File: src/rtl/crtc_timing.sv
// MC6845-style raster timing generator: derives HSYNC, VSYNC, display enable,
// video memory address and scan-line address from the live CRTC register values.
module crtc_timing #(
  parameter int MA_WIDTH = 14
) (
  input  logic                clk,
  input  logic                reset,
  input  logic                char_clk_en,
  input  logic [7:0]          h_total,
  input  logic [7:0]          h_displayed,
  input  logic [7:0]          h_sync_pos,
  input  logic [3:0]          h_sync_width,
  input  logic [3:0]          v_sync_width,
  input  logic [6:0]          v_total,
  input  logic [4:0]          v_line_adjust,
  input  logic [6:0]          v_displayed,
  input  logic [6:0]          v_sync_pos,
  input  logic [4:0]          char_height,
  input  logic [13:0]         start_addr,
  output logic                h_sync,
  output logic                v_sync,
  output logic                display_en,
  output logic [MA_WIDTH-1:0] ma,
  output logic [4:0]          ra,
  output logic                frame_start
);

  typedef enum logic {ACTIVE_ROWS, ADJUST} vstate_t;

  vstate_t               vstate, n_state;
  logic                  started;
  logic [7:0]            h_count, n_h;
  logic [6:0]            row, n_row;
  logic [4:0]            n_ra;
  logic [MA_WIDTH-1:0]   row_base, n_base;
  logic [4:0]            hs_rem, n_hs, vs_rem, n_vs;
  logic                  new_frame, new_line;
  logic [4:0]            hs_w, vs_w;

  // A width field of 0 means 16.
  assign hs_w = {(h_sync_width == 4'd0), h_sync_width};
  assign vs_w = {(v_sync_width == 4'd0), v_sync_width};

  always_comb begin
    n_h       = h_count;
    n_ra      = ra;
    n_row     = row;
    n_state   = vstate;
    n_base    = row_base;
    new_frame = 1'b0;
    new_line  = 1'b0;
    if (!started) begin
      new_frame = 1'b1;
      new_line  = 1'b1;
    end else if (h_count == h_total) begin
      n_h      = 8'd0;
      new_line = 1'b1;
      if (vstate == ACTIVE_ROWS) begin
        if (ra == char_height) begin
          n_ra   = 5'd0;
          n_row  = row + 7'd1;
          n_base = row_base + MA_WIDTH'(h_displayed);
          if (row == v_total) begin
            if (v_line_adjust != 5'd0) n_state = ADJUST;
            else                       new_frame = 1'b1;
          end
        end else begin
          n_ra = ra + 5'd1;
        end
      end else begin
        // Adjust lines reuse ra as their counter, starting at 0.
        if ((ra + 5'd1) >= v_line_adjust) new_frame = 1'b1;
        else                              n_ra = ra + 5'd1;
      end
    end else begin
      n_h = h_count + 8'd1;
    end
    if (new_frame) begin
      n_h     = 8'd0;
      n_ra    = 5'd0;
      n_row   = 7'd0;
      n_state = ACTIVE_ROWS;
      n_base  = MA_WIDTH'(start_addr);
    end

    if (n_h == h_sync_pos)   n_hs = hs_w;
    else if (hs_rem != 5'd0) n_hs = hs_rem - 5'd1;
    else                     n_hs = 5'd0;

    // VSYNC is counted in lines, so it only moves at a line boundary.
    n_vs = vs_rem;
    if (new_line) begin
      if (n_row == v_sync_pos && n_ra == 5'd0 && n_state == ACTIVE_ROWS) n_vs = vs_w;
      else if (vs_rem != 5'd0)                                           n_vs = vs_rem - 5'd1;
    end
  end

  always_ff @(posedge clk or posedge reset) begin
    if (reset) begin
      vstate      <= ACTIVE_ROWS;
      started     <= 1'b0;
      h_count     <= '0;
      row         <= '0;
      ra          <= '0;
      row_base    <= '0;
      hs_rem      <= '0;
      vs_rem      <= '0;
      h_sync      <= 1'b0;
      v_sync      <= 1'b0;
      display_en  <= 1'b0;
      ma          <= '0;
      frame_start <= 1'b0;
    end else if (char_clk_en) begin
      vstate      <= n_state;
      started     <= 1'b1;
      h_count     <= n_h;
      row         <= n_row;
      ra          <= n_ra;
      row_base    <= n_base;
      hs_rem      <= n_hs;
      vs_rem      <= n_vs;
      h_sync      <= (n_hs != 5'd0);
      v_sync      <= (n_vs != 5'd0);
      display_en  <= (n_h < h_displayed) && (n_row < v_displayed) && (n_state == ACTIVE_ROWS);
      ma          <= n_base + MA_WIDTH'(n_h);
      frame_start <= new_frame;
    end else begin
      frame_start <= 1'b0;
    end
  end

endmodule

File: config.mk
export PLATFORM = sky130hd
export DESIGN_NAME = crtc_timing
export DESIGN_NICKNAME = d
export VERILOG_FILES = /design/src/rtl/crtc_timing.sv
export SDC_FILE = /design/constraint.sdc
export NUM_CORES = 1
export LEC_CHECK = 0
export ABC_AREA = 1
export CORE_AREA = 4 4 133 135
export CTS_CLUSTER_DIAMETER = 150
export CTS_CLUSTER_SIZE = 20
export DETAILED_ROUTE_END_ITERATION = 16
export DIE_AREA = 0 0 137 139
export PLACE_DENSITY = 0.67
export SYNTH_ARGS = -nofsm -noshare
export SYNTH_HDL_FRONTEND = slang
export SYNTH_SLANG_ARGS = --single-unit
File: constraint.sdc
create_clock -name clk -period 5.1 [get_ports clk]
set_input_delay 1.02 -clock clk [delete_from_list [all_inputs] [get_ports clk]]
set_output_delay 1.02 -clock clk [all_outputs]
set_load 0.1 [all_outputs]
# Word level (Yosys, flattened, before mapping)
# Cells that the tools add are included.
[op_classes]
magnitude_cmp = 3
mux = 41
n_addsub = 7
n_reduce_logical = 12
n_eq_ne = 5
bitwise = 1
[ops]
columns = ["op", "n"]
rows = [
  ["$mux 14", 5],
  ["$mux 5", 11],
  ["$mux 7", 5],
  ["$add 14x8->14", 2],
  ["$reduce_bool 5->1", 5],
  ["$mux 8", 3],
  ["$mux 1", 17],
  ["$eq 8x8->1", 2],
  ["$eq 7x7->1", 2],
  ["$sub 5x1->5 const B", 2],
  ["$add 8x1->8 const B", 1],
  ["$logic_not 4->1", 2],
  ["$lt 8x8->1", 1],
  ["$add 7x1->7 const B", 1],
  ["$lt 7x7->1", 1],
  ["$add 5x1->5 const B", 1],
  ["$eq 5x5->1", 1],
  ["$ge 5x5->1", 1],
  ["$logic_not 5->1", 1],
  ["$logic_and 1x1->1", 4],
  ["$not 1->1", 1],
]
[totals]
input_bits = 80
ff_bits = 64
output_inout_bits = 23

# Longest topological paths before layout
[logic_depth]
word_depth = 14
ltp_mapped = 31

# Worst setup path after synthesis
# No wires, ideal clock.
[synth_path]
path_kind = "register to register"
startpoint = "reg ra[1]"
endpoint = "reg ma[12]"
stages_incl_launch_ff = 30
period_less_slack_ps = 5361
n_path_buf = 3
required_time_ps = 4973
arrival_time_ps = 5234
setup_time_ps = 127
setup_slack_ps = -261
path_cell_list = "dfrtp_1 -> ha_1 -> nand3_1 -> xnor2_1 -> ha_1 -> and3_1 -> nand2_1 -> nand2_1 -> nand2_1 -> o21ai_1 -> nor2_4 -> buf_6 -> buf_2 -> buf_1 -> nor2_1 -> a31oi_1 -> ha_1 -> inv_1 -> fa_1 -> o31ai_1 -> and2_1 -> o21ai_0 -> nand2_1 -> nand2_1 -> nand2_1 -> a21oi_1 -> nor3_1 -> nand2_1 -> nand2_1 -> nand3_1"
[synth_between]
elab_chain_cells = 8
word_cells_on_any_way = 15
classes_between = "add/sub (2); order compare (1); eq/ne (1); mux (11)"
[synth_lines]
columns = ["item", "line_no", "rtl"]
rows = [
  ["from (decl)", "24", "output logic [4:0] ra,"],
  ["from (signal assigned)", "118", "ra <= n_ra;"],
  ["$add 5x1->5", "72", "if ((ra + 5'd1) >= v_line_adjust) new_frame = 1'b1;"],
  ["$ge 5x5->1", "72", ""],
  ["$mux 1", "72", ""],
  ["$mux 1", "58", "if (vstate == ACTIVE_ROWS) begin"],
  ["$mux 1", "55", "end else if (h_count == h_total) begin"],
  ["$mux 1", "52", "if (!started) begin"],
  ["$mux 14 (*)", "78", "if (new_frame) begin"],
  ["named net n_base[0]", "35", "logic [MA_WIDTH-1:0] row_base, n_base;"],
  ["$add 14x8->14 (*)", "125", "ma <= n_base + MA_WIDTH'(n_h);"],
  ["to (signal assigned)", "125", ""],
  ["to (decl)", "23", "output logic [MA_WIDTH-1:0] ma,"],
]
# The timed path passes the listed nets; every way through them passes the cells marked *.
# A chain may end at the register's enable or synchronous reset.

# Final worst setup path
[layout_path]
startpoint = "in v_line_adjust[3]"
endpoint = "reg ma[12]"
[layout_between]
elab_chain_cells = 9
word_cells_on_any_way = 12
classes_between = "add/sub (1); order compare (1); mux (9); reduce/logical (1)"
[layout_lines]
columns = ["item", "line_no", "rtl"]
rows = [
  ["from (decl)", "15", "input logic [4:0] v_line_adjust,"],
  ["parallel branches: the longest is 4 deep, another holds $ge 5x5->1", "-", ""],
  ["$mux 1 (*)", "58", ""],
  ["$mux 1 (*)", "55", ""],
  ["$mux 1 (*)", "52", ""],
  ["$mux 14 (*)", "78", ""],
  ["named net n_base[0]", "35", ""],
  ["$add 14x8->14 (*)", "125", ""],
]
# Mark *: on every way through the listed nets, which the timed path passes.

==> metrics <==
outcome=finished clean; most common cell after layout, fill and taps aside=nand2_1; critical path's largest stage delay=0.45 ns; vias per cell=around 4.7; number of port buffers=~100; post-route minimum period=approximately 4.7 ns; Final Max Tran Viols=0; WL/cell=approximately 13 µm; post-synth net total=roughly 1,000; Hold Vio Cnt, Final=0; Synth area leaders=dfrtp_1, nand2_1, ha_1; commonest cells after routing, fill and taps aside=nand2_1, inv_1, clkdlybuf4s50_1, nor2_1, o21ai_0; Reg clk slew, reported paths=~0.05 ns; ant diodes=0; post-synth cell types=46; gr usage total=0.170; Mapped Area=5720 µm²; Crit-path slowest cell=clkdlybuf4s50_1; vias in the first global route=5,292; die width=about 140 µm; period utilisation layout=0.926; CTS Sinks=between 60 and 70; drt first pass iters=5; Hold Crit Class=reg -> reg; number of max-cap violations=0; Clock H-tree levels=3; WP data required=5.32 ns; Cells after Synth=roughly 870; Syn. warnings=0; crit-path most repeated cell=nand2_1; Main synth FF type=dfrtp_1; total CTS buffers=9; register bit total from synthesis=between 60 and 70; CTS root buf=clkbuf_16; io pins=103; Vias=around 5,700; first-pass GRT wire length=around 26 mm; fmax=roughly 210 MHz; initial antenna violation count=0; grt ovf=0; Initial DRC Count=about 330; area grow syn2layout=28.3%; startpoint types=input pin; sequential share of the synthesized area=0.280; pin count of the biggest net entering global routing=51; Leak=roughly 3.7 nW; Rows=between 40 and 50; pre-CTS setup slack=between 0.05 and 0.06 ns; CORE AREA=about 16,000 µm²; die area=between 15,000 and 20,000 µm²; postcts setup bufs=0; Final nets=~1,100; layout cells sized above 1=0.0756; final WL=approximately 16 mm; worst-margin pin slew=between 1 and 1.5 ns; final worst slack=0.376 ns; final core occ=0.445; CP Max Fanout=4; # setup viols final=0; post-route ant nets=0; setup TNS=0 ns; synthesized area per cell=approximately 6.6 µm²; Post-synth ARST share=1.00; CTS tree=built; number of flops mapped to enable cells by yosys=0; worst ir drop on vdd=0.258 mV; chip height=approximately 140 µm; Initial Util=0.347; clock buffer depth=2; Post-route DRC=0; Placer Congestion=0.877; cell taking the most area after synthesis=dfrtp_1; post-synth top area share=0.280; Skew-Pair Late Insertion Delay=~0.34 ns; relative slew slack=0.330; kind of end point of the critical path=flip-flop; WP data arrival=approximately 4.9 ns; Power Density=~380 nW/µm²; DP HPWL=12.6 mm; path type of the worst setup path=in -> reg; Final Skew=0.00579 ns; setup repair after global routing missed its margin=no
==> critical path, delay by kind of cell <==
family | cells | cell delay [ns]
simple gates | 14 | 1.46
compound gates | 6 | 0.98
buf+inv | 3 | 0.56
fa+ha+maj | 3 | 0.91
==> flip-flops by register name, summed over array words and instances, names as in the netlist, 5 cells and up <==
signal    count
h_count       8
row           7
ra            5
vs_rem        5
row_base     14
hs_rem        5
ma           14
==> report_power, final <==
part	total, W	leakage, nW	switching, W	internal [W]
sequential	0.000736	0.798	0.000110	0.000626
clock	0.000708	0.169	0.000239	0.000469
combinational	0.00135	2.72	0.000887	0.000459
total	0.00279	3.69	0.00124	0.00155
==> cell families after synthesis <==
kind of cell	Yosys count	share of synthesized area
flip-flops	64	0.280
buffers and inverters	163	0.113
multiplexers	1	0.00175
adder cells (fa/ha/maj)	41	0.0924
AND/OR/NAND/NOR	440	0.336
AO/OA/AOI/OAI	124	0.118
XOR/XNOR	38	0.0582
==> cell type report <==
cell class                 instances  area (µm²)
sequential                        64        1610
timing repair buffer             114        1110
inverter                         141         529
fill                            1711        9130
clock inverter                     4        73.8
clock buffer                      12         267
multi-input combinational        644        3470
tap                              220         275
==> layer usage <==
metal | global-route usage | up-vias | part of all wire
li1 | - | 2974 | -
met1 | 0.234 | 2534 | 0.47
met2 | 0.273 | 150 | 0.46
met3 | 0.0305 | 20 | 0.056
met4 | 0.0441 | 0 | 0.014
met5 | 0 | - | 0
==> worst paths after layout <==
check	slack [ns]	start	depth (start not counted)	endpoint
max in group asynchronous	3.02	reset	3	ra[2]$_DFFE_PP0P_
worst max-delay path	0.38	v_line_adjust[3]	26	ma[12]$_DFFE_PP0P_
worst max register to register	0.60	ra[1]$_DFFE_PP0P_	26	ma[12]$_DFFE_PP0P_
worst min-delay path	0.49	ma[2]$_DFFE_PP0P_	2	ma[2]$_DFFE_PP0P_
worst min register to register	0.49	ma[2]$_DFFE_PP0P_	2	ma[2]$_DFFE_PP0P_
min in group asynchronous	1.13	reset	2	hs_rem[4]$_DFFE_PP0P_
==> cell usage after synthesis (all sizes together) (2+ instances only) <==
cell type and n:
o21bai 4, o21a 2, dfrtp 64, clkbuf 9, a21oi 28, or2 9, o211ai 3, nor2 74
xnor2 13, nand4 12, clkinv 2, inv 139, fa 2, ha 39, buf 13, a31oi 7
nor3 10, nand2 269, o21ai 73, nand3 57, nand3b 3, xor2 25, o31ai 3, nor4 3
==> per-stage QoR <==
stage / power (W) / instance area, µm² / hold slack [ns] / std cells
2_1_floorplan: 0.00173 / 5720 / 0.459 / 871
3_3_place_gp: 0.00207 / 6990 / 0.468 / 1183
3_5_place_dp: 0.00209 / 6990 / 0.474 / 1183
4_1_cts: 0.00281 / 7330 / 0.490 / 1199
5_1_grt: 0.00299 / 7330 / 0.520 / 1199
6_report: 0.00279 / 7330 / 0.487 / 1199
==> repair_timing <==
item                                    4_1_cts  5_1_grt
gates resized for setup                       0        1
endpoints found under the setup margin        0        1
hold buffers                                  0        0
No activity file was read; power rests on OpenSTA's default activity.
